<file path="config.mk">
export PLATFORM = sky130hd
export DESIGN_NAME = cordic_angle_ctrl
export DESIGN_NICKNAME = d
export VERILOG_FILES = /design/src/rtl/cordic_angle_ctrl.sv
export SDC_FILE = /design/constraint.sdc
export NUM_CORES = 1
export LEC_CHECK = 0
export CORE_AREA = 4 4 98 100
export CTS_BUF_LIST = sky130_fd_sc_hd__clkbuf_8
export DETAILED_ROUTE_END_ITERATION = 16
export DIE_AREA = 0 0 102 104
export PLACE_DENSITY = 0.79
export SLEW_MARGIN = 20
export SYNTH_ARGS = -nofsm -noshare
export SYNTH_HDL_FRONTEND = slang
export SYNTH_SLANG_ARGS = --single-unit
</file>
<file path="constraint.sdc">
create_clock -name clk -period 5.3 [get_ports clk]
set_input_delay 1.59 -clock clk [delete_from_list [all_inputs] [get_ports clk]]
set_output_delay 1.59 -clock clk [all_outputs]
set_load 0.02 [all_outputs]
</file>
<file path="src/rtl/cordic_angle_ctrl.sv">
`default_nettype none
// ============================================================================
// Module  : cordic_angle_ctrl
// Purpose : Z-path sequencer for an iterative CORDIC rotator. Emits one
//           direction bit per micro-rotation and the final residual angle.
// Rev     : 1.0  initial release
// ============================================================================
module cordic_angle_ctrl #(
    parameter int WIDTH  = 22,
    parameter int N_ITER = 16,
    parameter int IDX_W  = 4
) (
    input  logic             clk,
    input  logic             rst_n,
    input  logic             in_valid,
    output logic             in_ready,
    input  logic [WIDTH-1:0] z_in,
    output logic             quad_flip,
    output logic             b_out,
    output logic [IDX_W-1:0] stage_idx,
    output logic             stage_valid,
    output logic             done,
    output logic [WIDTH-1:0] z_resid
);

    typedef enum logic [1:0] {
        S_IDLE = 2'd0,
        S_RUN  = 2'd1,
        S_DONE = 2'd2
    } state_e;

    // The arctangent table is held at 22-bit angle resolution and rescaled
    // (with rounding when narrowing) for other widths.
    localparam int          c_UP_SHIFT = (WIDTH >= 22) ? (WIDTH - 22) : 0;
    localparam int          c_DN_SHIFT = (WIDTH <  22) ? (22 - WIDTH) : 0;
    localparam logic [63:0] c_RND      = (64'd1 << c_DN_SHIFT) >> 1;

    localparam logic [IDX_W-1:0] c_LAST    = IDX_W'(N_ITER - 1);
    localparam logic [WIDTH-1:0] c_QUARTER = WIDTH'(1) << (WIDTH - 2);

    function automatic logic [WIDTH-1:0] atan_rom(input logic [IDX_W-1:0] idx);
        logic [63:0] base;
        case (int'(idx))
            0:       base = 64'd524288;
            1:       base = 64'd309506;
            2:       base = 64'd163534;
            3:       base = 64'd83012;
            4:       base = 64'd41667;
            5:       base = 64'd20854;
            6:       base = 64'd10430;
            7:       base = 64'd5215;
            8:       base = 64'd2608;
            9:       base = 64'd1304;
            10:      base = 64'd652;
            11:      base = 64'd326;
            12:      base = 64'd163;
            13:      base = 64'd81;
            14:      base = 64'd41;
            15:      base = 64'd20;
            default: base = 64'd0;
        endcase
        return WIDTH'(((base << c_UP_SHIFT) + c_RND) >> c_DN_SHIFT);
    endfunction

    state_e             state_q,       state_d;
    logic [WIDTH-1:0]   z_q,           z_d;
    logic               quad_flip_q,   quad_flip_d;
    logic               b_q,           b_d;
    logic [IDX_W-1:0]   stage_idx_q,   stage_idx_d;
    logic               stage_valid_q, stage_valid_d;
    logic               done_q,        done_d;
    logic [WIDTH-1:0]   z_resid_q,     z_resid_d;
    logic               in_ready_q,    in_ready_d;

    logic [WIDTH-1:0]   w_atan;
    logic               w_fold;

    // Angles beyond +/-pi/2 are moved by pi; the boundaries themselves stay.
    assign w_fold = ($signed(z_in) > $signed(c_QUARTER)) ||
                    ($signed(z_in) < -$signed(c_QUARTER));
    assign w_atan = atan_rom(stage_idx_q);

    always_comb begin
        state_d       = state_q;
        z_d           = z_q;
        quad_flip_d   = quad_flip_q;
        b_d           = 1'b0;
        stage_idx_d   = '0;
        stage_valid_d = 1'b0;
        done_d        = 1'b0;
        z_resid_d     = z_resid_q;
        in_ready_d    = 1'b0;

        case (state_q)
            S_IDLE: begin
                in_ready_d = 1'b1;
                if (in_valid && in_ready_q) begin
                    z_d           = w_fold ? {~z_in[WIDTH-1], z_in[WIDTH-2:0]} : z_in;
                    quad_flip_d   = w_fold;
                    state_d       = S_RUN;
                    stage_valid_d = 1'b1;
                    b_d           = ~z_d[WIDTH-1];
                    in_ready_d    = 1'b0;
                end
            end
            S_RUN: begin
                z_d = b_q ? (z_q - w_atan) : (z_q + w_atan);
                if (stage_idx_q == c_LAST) begin
                    state_d   = S_DONE;
                    done_d    = 1'b1;
                    z_resid_d = z_d;
                end else begin
                    stage_valid_d = 1'b1;
                    stage_idx_d   = stage_idx_q + 1'b1;
                    b_d           = ~z_d[WIDTH-1];
                end
            end
            S_DONE: begin
                state_d    = S_IDLE;
                in_ready_d = 1'b1;
            end
            default: begin
                state_d = S_IDLE;
            end
        endcase
    end

    always_ff @(posedge clk) begin
        if (!rst_n) begin
            state_q       <= S_IDLE;
            z_q           <= '0;
            quad_flip_q   <= 1'b0;
            b_q           <= 1'b0;
            stage_idx_q   <= '0;
            stage_valid_q <= 1'b0;
            done_q        <= 1'b0;
            z_resid_q     <= '0;
            in_ready_q    <= 1'b0;
        end else begin
            state_q       <= state_d;
            z_q           <= z_d;
            quad_flip_q   <= quad_flip_d;
            b_q           <= b_d;
            stage_idx_q   <= stage_idx_d;
            stage_valid_q <= stage_valid_d;
            done_q        <= done_d;
            z_resid_q     <= z_resid_d;
            in_ready_q    <= in_ready_d;
        end
    end

    assign in_ready    = in_ready_q;
    assign quad_flip   = quad_flip_q;
    assign b_out       = b_q;
    assign stage_idx   = stage_idx_q;
    assign stage_valid = stage_valid_q;
    assign done        = done_q;
    assign z_resid     = z_resid_q;

endmodule
`default_nettype wire

</file>
==> impl_metrics.json, run 1 <==
{
  "arrival_ns": 4.10,
  "cp-end-kind": "flop",
  "fin_crit_ns": 3.85,
  "cap_violations": 0,
  "initial_utilization": 0.557,
  "final_common_cell": "nand2_1",
  "ff_latch_area_um2": 1500,
  "drive_above_1_share": 0.0580,
  "post_cts_buffers": 0,
  "worst-slew-pin-transition_ns": 1.08,
  "holdWs_ns": 0.456,
  "coreArea_um2": 8680,
  "cts_buffers": 9,
  "htree_num_levels": 3,
  "yosysUniqueCellTypes": 71,
  "postSynthNetCount": 671,
  "grt_max_degree": 33,
  "cts_tree": "built",
  "status": "finished, final reports clean",
  "io_buffers": 55,
  "gp_congestion": 0.945,
  "worstHoldPathType": "flop to flop",
  "slew_headroom": 0.278,
  "final_cell_mix": "76 x nand2_1, 75 x dfxtp_1, 58 x nor2_1",
  "rows": 34,
  "worstSetupPathType": "flop to flop",
  "cts_buffer_depth": 2,
  "cp-startpoint": "w_atan[7]$_DFF_P_",
  "vias": 4819,
  "clock-sinks": 75,
  "ir_worst_vdd_mv": 0.344,
  "drc": 0,
  "grt_use_total": 0.274,
  "dr.pass1.iters": 5,
  "synthCells": 617,
  "syn_area_um2": 4830,
  "hpwlAfterDp_um": 10300,
  "setup_viol": 0,
  "synth_top_flop_cell": "dfxtp_1",
  "fp.dieH_um": 104,
  "diodes": 0,
  "dieArea_um2": 10600,
  "overflow": 0,
  "r2r-start": "w_atan[7]$_DFF_P_",
  "required_ns": 5.55,
  "reg2regPathDepth": 11,
  "post_drt_wl_per_cell_um": 18.5,
  "drv_slew": 0,
  "rsz0062_at_grt": "false",
  "powerDensity_nw_per_um2": 786,
  "crit_path_end": "z_q[21]$_SDFFE_PN0P_",
  "syn2layout_area_growth_pct": 15.7,
  "cp-start-kind": "flop",
  "ys_ff_latch": 75,
  "detail-route-antenna-nets": 0,
  "ctsResizeCount": 0,
  "async_flop_share": 0,
  "first_iter_violations": 317,
  "worstSkewPairLatency_ns": 0.36,
  "p_leak_nw": 2.11,
  "multiInputGateArea_um2": 3090,
  "n_fill_cell": 775,
  "hold_violations": 0,
  "min_period_over_period": 0.727,
  "totalWireLength_um": 14100,
  "r2r-end": "z_q[21]$_SDFFE_PN0P_",
  "viasPerCell": 6.32,
  "crit_fanout": 9,
  "die_w_um": 102,
  "synth_edf_count": 0,
  "finClkSkew_ns": 0.0181,
  "final_net_count": 704,
  "syn_area_per_cell_um2": 7.83,
  "fmax_ghz": 0.259,
  "antenna_found_initial": 0,
  "clockRootBuffer": "clkbuf_8",
  "grt_pass1_vias": 4621,
  "ys_seq_area_frac": 0.311,
  "grt_pass1_wl_um": 23200,
  "hold_buffers": 0,
  "rrSetupSlack_ns": 1.45,
  "post-route-util": 0.644,
  "ioPinCount": 56,
  "setup_tns_ns": 0,
  "yosys_warnings": 0,
  "clk_pin_slew_ns": 0.09
}
[critical path, stage by stage, from the launching register on]
cell and delay [ns]:
dfxtp_1 0.35, or4_4 0.56, nor4_1 0.51, a21oi_1 0.16, xnor2_1 0.17, ha_1 0.49
nand4_2 0.17, or3_1 0.40, a211oi_2 0.33, o31ai_2 0.15, and3_2 0.24, o31a_1 0.23
[Yosys cell counts, types with 4 or more instances]
cell | number | area share
buf_1 | 4 | 0.0031
o21a_1 | 5 | 0.0078
a21o_1 | 10 | 0.016
nor2_1 | 58 | 0.045
ha_1 | 28 | 0.073
clkbuf_1 | 21 | 0.016
xnor2_1 | 26 | 0.047
o211ai_1 | 13 | 0.020
xor2_1 | 8 | 0.015
nand3_1 | 30 | 0.031
nor3_1 | 10 | 0.010
nand2b_1 | 4 | 0.0052
a211oi_1 | 7 | 0.011
or3_1 | 13 | 0.017
a31oi_1 | 9 | 0.012
and2_1 | 4 | 0.0052
a21oi_1 | 56 | 0.058
inv_1 | 18 | 0.014
buf_2 | 7 | 0.0072
dfxtp_1 | 75 | 0.31
nand4_1 | 8 | 0.010
nor4_1 | 14 | 0.018
o31ai_1 | 6 | 0.0093
and3_1 | 6 | 0.0078
o21ai_0 | 25 | 0.026
o221ai_1 | 7 | 0.013
nor2b_1 | 4 | 0.0052
nand2_1 | 76 | 0.059
[final cells by class]
cell class | count | area share
flip-flops and latches | 75 | 0.269
well taps | 108 | 0.0242
multi-input cells | 485 | 0.552
inverters | 20 | 0.0134
repair buffers | 59 | 0.104
clock buffers | 11 | 0.0271
clock inverters | 5 | 0.0105
[through the flow]
step | cell area, um2 | total power, W | worst slack, ns | instances
6_report | 5590 | 0.00439 | 1.45 | 763
3_3_place_gp | 5380 | 0.00376 | 1.55 | 747
3_5_place_dp | 5380 | 0.00382 | 1.51 | 747
2_1_floorplan | 4830 | 0.00321 | 1.95 | 617
4_1_cts | 5590 | 0.00431 | 1.50 | 763
5_1_grt | 5590 | 0.00474 | 1.10 | 763
[power by group]
part | switching (W) | total (W) | internal (W)
clock | 0.000233 | 0.000477 | 0.000244
combinational | 0.00194 | 0.00310 | 0.00116
sequential | 0.000137 | 0.000814 | 0.000677
[routing by layer]
metal / GRT usage / part of all wire / vias up
li1: - / - / 2325
met1: 0.357 / 0.42 / 2233
met2: 0.433 / 0.47 / 225
met3: 0.0516 / 0.079 / 36
met4: 0.125 / 0.030 / 0
met5: 0 / 0 / -
[how the worst min path moves through the flow]
| stage | start | to | cells past startpoint |
|---|---|---|---|
| 6_report | z_q[0]$_SDFFE_PN0P_ | z_q[0]$_SDFFE_PN0P_ | 2 |
| 2_1_floorplan | z_q[0]$_SDFFE_PN0P_ | z_q[0]$_SDFFE_PN0P_ | 2 |
| 3_3_place_gp | z_q[0]$_SDFFE_PN0P_ | z_q[0]$_SDFFE_PN0P_ | 2 |
| 3_5_place_dp | z_q[0]$_SDFFE_PN0P_ | z_q[0]$_SDFFE_PN0P_ | 2 |
| 5_1_grt | z_resid[5]$_SDFFE_PN0P_ | z_resid[5]$_SDFFE_PN0P_ | 2 |
| 4_1_cts | z_q[0]$_SDFFE_PN0P_ | z_q[0]$_SDFFE_PN0P_ | 2 |
[registers in the layout, summed over array words and instances, names as in the netlist]
signal,count
in_ready,1
stage_valid,1
z_q,22
z_resid,22
b_out,1
quad_flip,1
state_q,2
w_atan,20
stage_idx,4
done,1
[cells by family after synthesis]
group                    share of synthesized area
buffers and inverters                       0.0502
multiplexers                               0.00207
adder cells (fa/ha/maj)                     0.0766
AO/OA/AOI/OAI                                0.249
XOR/XNOR                                    0.0650
flip-flops                                   0.311
AND/OR/NAND/NOR                              0.246
Power figures use the tool's default switching activity.
==> inputs of run 2 (changes only) <==
==> constraint.sdc (replaced) <==
create_clock -name clk -period 3.8 [get_ports clk]
set_input_delay 1.14 -clock clk [delete_from_list [all_inputs] [get_ports clk]]
set_output_delay 1.14 -clock clk [all_outputs]
set_load 0.02 [all_outputs]
==> impl_metrics.json, run 2 (synthesized netlist as in run 1, its figures left out) <==
{
  "stdcell_count": 769,
  "worstSetupPathType": "flop to flop",
  "n_fill_cell": 756,
  "worstHoldPathType": "flop to flop",
  "worst-slew-pin-transition_ns": 0.738,
  "antenna_found_initial": 0,
  "post_drt_wl_per_cell_um": 18.8,
  "final_common_cell": "nand2_1",
  "holdWs_ns": 0.455,
  "cts_tree": "built",
  "status": "finished, final reports clean",
  "totalWireLength_um": 14500,
  "syn2layout_area_growth_pct": 17.7,
  "r2r-start": "w_atan[7]$_DFF_P_",
  "setup_tns_ns": 0,
  "final_net_count": 711,
  "dp_cells": 754,
  "reg2regPathDepth": 11,
  "hold_start": "z_resid[10]$_SDFFE_PN0P_",
  "clk_pin_slew_ns": 0.08,
  "hpwlAfterDp_um": 10600,
  "ir_worst_vdd_mv": 0.517,
  "post_cts_buffers": 0,
  "min_period_over_period": 0.944,
  "final_cell_mix": "76 x nand2_1, 75 x dfxtp_1, 58 x nor2_1",
  "hold_violations": 0,
  "clockRootBuffer": "clkbuf_8",
  "hold-path-endpoint": "z_resid[10]$_SDFFE_PN0P_",
  "cp-start-kind": "flop",
  "worstSkewPairLatency_ns": 0.35,
  "drc": 0,
  "ioPinCount": 56,
  "grt_pass1_vias": 4648,
  "cap_violations": 0,
  "grt_pass1_wl_um": 23600,
  "initial_utilization": 0.557,
  "finClkSkew_ns": 0.00990,
  "powerDensity_nw_per_um2": 1120,
  "rrSetupSlack_ns": 0.21,
  "gp_congestion": 0.969,
  "clock-sinks": 75,
  "r2r-end": "z_q[21]$_SDFFE_PN0P_",
  "overflow": 0,
  "dieArea_um2": 10600,
  "post-route-util": 0.655,
  "vias": 4835,
  "diodes": 0,
  "ff_latch_area_um2": 1500,
  "p_leak_nw": 2.16,
  "coreArea_um2": 8680,
  "cp-end-kind": "flop",
  "fin_crit_ns": 3.59,
  "cts_buffer_depth": 2,
  "arrival_ns": 3.83,
  "first_iter_violations": 384,
  "hold_depth": 2,
  "dr.pass1.iters": 5,
  "io_buffers": 55,
  "cts_buffers": 9,
  "detail-route-antenna-nets": 0,
  "required_ns": 4.04,
  "die_w_um": 102,
  "drive_above_1_share": 0.0711,
  "fmax_ghz": 0.279,
  "slew_headroom": 0.507,
  "fp.dieH_um": 104,
  "crit_fanout": 9,
  "drv_slew": 0,
  "viasPerCell": 6.29,
  "grt_max_degree": 36,
  "multiInputGateArea_um2": 3100,
  "rsz0062_at_grt": "false",
  "grt_use_total": 0.276,
  "rows": 34,
  "setup_viol": 0,
  "htree_num_levels": 3
}
## run 2: cell count changes in the layout (fill, tap and decap cells not counted), sizes merged
| cell | change |
|---|---|
| clkinvlp | -2 |
| clkbuf | -1 |
| buf | +7 |
| bufinv | +2 |
| clkinv | -1 |
| inv | +1 |
## run 2: power by group
part | internal (W) | leakage, nW | total [W] | switching, W
Sequential | 0.000944 | 0.611 | 0.00112 | 0.000177
Clock | 0.000450 | 0.124 | 0.000759 | 0.000309
Combinational | 0.00170 | 1.43 | 0.00447 | 0.00277
Total | 0.00309 | 2.16 | 0.00635 | 0.00325
## run 2: worst max-delay path, stage by stage, from the launching register on
cell and delay (ns):
dfxtp_1 0.35, or4_4 0.57, nor3_1 0.30, nor2_1 0.10
xnor2_1 0.17, ha_1 0.41, a21oi_1 0.38, o21a_1 0.20
o22ai_1 0.12, o31ai_2 0.44, a21oi_1 0.15, o31a_1 0.29
## run 2: cell type report
| type | count | share of cell area |
|---|---|---|
| timing repair buffer | 66 | 0.111 |
| multi-input combinational | 485 | 0.545 |
| inverter | 20 | 0.0132 |
| tap | 108 | 0.0238 |
| sequential | 75 | 0.264 |
| clock buffer | 10 | 0.0242 |
| clock inverter | 5 | 0.0180 |
## run 2: through the flow
| stage | area (um2) | setup slack [ns] | power, W |
|---|---|---|---|
| 2_1_floorplan | 4830 | 0.451 | 0.00448 |
| 3_3_place_gp | 5430 | 0.331 | 0.00536 |
| 3_5_place_dp | 5430 | 0.197 | 0.00542 |
| 4_1_cts | 5670 | 0.174 | 0.00620 |
| 5_1_grt | 5690 | 0.0365 | 0.00682 |
| 6_report | 5690 | 0.214 | 0.00635 |
## run 2: how the worst max path moves through the flow
stage / start / end / cells after the start
final: w_atan[7]$_DFF_P_ / z_q[21]$_SDFFE_PN0P_ / 11
after detailed placement: w_atan[7]$_DFF_P_ / z_q[21]$_SDFFE_PN0P_ / 13
after global routing: w_atan[7]$_DFF_P_ / z_q[20]$_SDFFE_PN0P_ / 13
after floorplan: w_atan[7]$_DFF_P_ / z_q[21]$_SDFFE_PN0P_ / 12
after global placement: w_atan[7]$_DFF_P_ / z_q[21]$_SDFFE_PN0P_ / 12
after CTS: w_atan[7]$_DFF_P_ / z_q[21]$_SDFFE_PN0P_ / 13
## run 2: layer usage
| layer | global-route usage | up-vias | routed length [um] |
|---|---|---|---|
| li1 | - | 2331 | - |
| met5 | 0 | - | 0 |
| met4 | 0.122 | 0 | 463 |
| met1 | 0.363 | 2239 | 6130 |
| met3 | 0.0469 | 35 | 1150 |
| met2 | 0.440 | 230 | 6760 |
## run 2: what timing repair did
action                     4_1_cts  5_1_grt
setup endpoints to repair        0        7
hold buffers                     0        0
resized for setup                0        4
==> inputs of run 3 (changes only) <==
--- a/config.mk
+++ b/config.mk
@@ -5,10 +5,10 @@
 export SDC_FILE = /design/constraint.sdc
 export NUM_CORES = 1
 export LEC_CHECK = 0
-export CORE_AREA = 4 4 98 100
+export CORE_AREA = 2 2 96 98
 export CTS_BUF_LIST = sky130_fd_sc_hd__clkbuf_8
 export DETAILED_ROUTE_END_ITERATION = 16
-export DIE_AREA = 0 0 102 104
+export DIE_AREA = 0 0 98 100
 export PLACE_DENSITY = 0.79
 export SLEW_MARGIN = 20
 export SYNTH_ARGS = -nofsm -noshare
==> impl_metrics.json, run 3 (synthesized netlist as in run 1, its figures left out) <==
{
  "fin_crit_ns": 3.59,
  "totalWireLength_um": 14300,
  "dieArea_um2": 9800,
  "rsz0062_at_grt": "false",
  "gp_congestion": 0.951,
  "dp_slack_ns": 0.236,
  "drive_above_1_share": 0.0723,
  "grt_pass1_vias": 4663,
  "dr.pass1.iters": 5,
  "grt_max_degree": 35,
  "worstHoldPathType": "flop to flop",
  "status": "finished, final reports clean",
  "viasPerCell": 6.35,
  "die_w_um": 98,
  "fmax_ghz": 0.279,
  "hold_violations": 0,
  "worstSetupPathType": "flop to flop",
  "hold_depth": 2,
  "powerDensity_nw_per_um2": 1110,
  "seqPwrFrac": 0.175,
  "clockRootBuffer": "clkbuf_8",
  "p_leak_nw": 2.18,
  "ir_worst_vdd_mv": 0.477,
  "pwr-share-clk": 0.116,
  "p_int_w": 0.00306,
  "r2r-end": "z_q[21]$_SDFFE_PN0P_",
  "p_comb_frac": 0.709,
  "reg2regPathDepth": 13,
  "ctsResizeCount": 0,
  "crit_fanout": 9,
  "vias": 4925,
  "setup_ws_ns": 0.211,
  "cap_violations": 0,
  "hold_start": "z_resid[10]$_SDFFE_PN0P_",
  "r2r-start": "w_atan[7]$_DFF_P_",
  "drv_slew": 0,
  "hold_buffers": 0,
  "coreArea_um2": 8890,
  "clock-sinks": 75,
  "arrival_ns": 3.84,
  "io_buffers": 55,
  "worstSkewPairLatency_ns": 0.36,
  "clk_pin_slew_ns": 0.08,
  "ff_latch_area_um2": 1500,
  "cts_buffers": 9,
  "switchingPower_w": 0.00326,
  "detail-route-antenna-nets": 0,
  "worst-slew-pin-transition_ns": 0.804,
  "overflow": 0,
  "n_fill_cell": 785,
  "final_net_count": 714,
  "grt_use_total": 0.300,
  "ioPinCount": 56,
  "switching_share": 0.516,
  "rows": 35,
  "syn2layout_area_growth_pct": 17.9,
  "multiInputGateArea_um2": 3090,
  "diodes": 0,
  "setup_viol": 0,
  "fp.dieH_um": 100,
  "final_cell_mix": "76 x nand2_1, 75 x dfxtp_1, 58 x nor2_1",
  "antenna_found_initial": 0,
  "required_ns": 4.05,
  "initial_utilization": 0.544,
  "finClkSkew_ns": 0.0147,
  "rrSetupSlack_ns": 0.21,
  "drc": 0,
  "post_drt_wl_per_cell_um": 18.5,
  "grt_pass1_wl_um": 23400,
  "setup_tns_ns": 0,
  "final_common_cell": "nand2_1",
  "hold-path-endpoint": "z_resid[10]$_SDFFE_PN0P_",
  "cp-start-kind": "flop",
  "min_period_over_period": 0.944,
  "cp-end-kind": "flop",
  "htree_num_levels": 3,
  "cts_buffer_depth": 2,
  "slew_headroom": 0.464,
  "post_cts_buffers": 0,
  "first_iter_violations": 404,
  "hpwlAfterDp_um": 10700,
  "cts_tree": "built",
  "post-route-util": 0.641
}
run 3: cell types whose count changed in the layout (fill, tap and decap cells not counted), sizes merged:
cell,delta
clkinv,-1
buf,+3
bufinv,-1
clkbuf,+2
run 3: how the worst max path moves through the flow:
stage                            from              endpoint
detailed placement  w_atan[7]$_DFF_P_  z_q[21]$_SDFFE_PN0P_
global route        w_atan[7]$_DFF_P_  z_q[17]$_SDFFE_PN0P_
global placement    w_atan[7]$_DFF_P_  z_q[21]$_SDFFE_PN0P_
finish              w_atan[7]$_DFF_P_  z_q[21]$_SDFFE_PN0P_
floorplan           w_atan[7]$_DFF_P_  z_q[21]$_SDFFE_PN0P_
CTS                 w_atan[7]$_DFF_P_  z_q[21]$_SDFFE_PN0P_
run 3: per-layer routing:
layer  track usage  share of wire
met2         0.487           0.46
met5             0              0
met3        0.0460          0.072
met1         0.378           0.42
met4         0.177          0.051
run 3: power groups by stage:
stage	logic, W	registers, W	clock network [W]
finish	0.00448	0.00110	0.000736
global route	0.00490	0.00112	0.000784
CTS	0.00438	0.00110	0.000740
detailed placement	0.00432	0.00112	0
global placement	0.00424	0.00111	0
floorplan	0.00340	0.00107	0
run 3: area by class of cell:
class	instances	area share
inverter	20	0.0132
clock inverter	3	0.0121
sequential	75	0.264
timing repair buffer	69	0.115
multi-input combinational	485	0.543
tap	111	0.0244
clock buffer	12	0.0290
run 3: worst max-delay path, cell delays in order (launching register included):
cell	delay, ns
dfxtp_1	0.35
or4_4	0.56
nor2_1	0.15
nand2_1	0.10
nor4_1	0.21
nor2_1	0.09
xnor2_1	0.14
ha_2	0.43
nand4_2	0.15
or3_1	0.39
a211oi_2	0.30
o31ai_2	0.14
and3_2	0.24
o31a_1	0.24
run 3: metrics by stage:
stage	area, um2	hold slack, ns	total power (W)	instances
2_1_floorplan	4830	0.432	0.00448	617
3_3_place_gp	5460	0.440	0.00535	760
3_5_place_dp	5460	0.447	0.00543	760
4_1_cts	5690	0.459	0.00622	775
5_1_grt	5700	0.478	0.00680	775
6_report	5700	0.456	0.00632	775
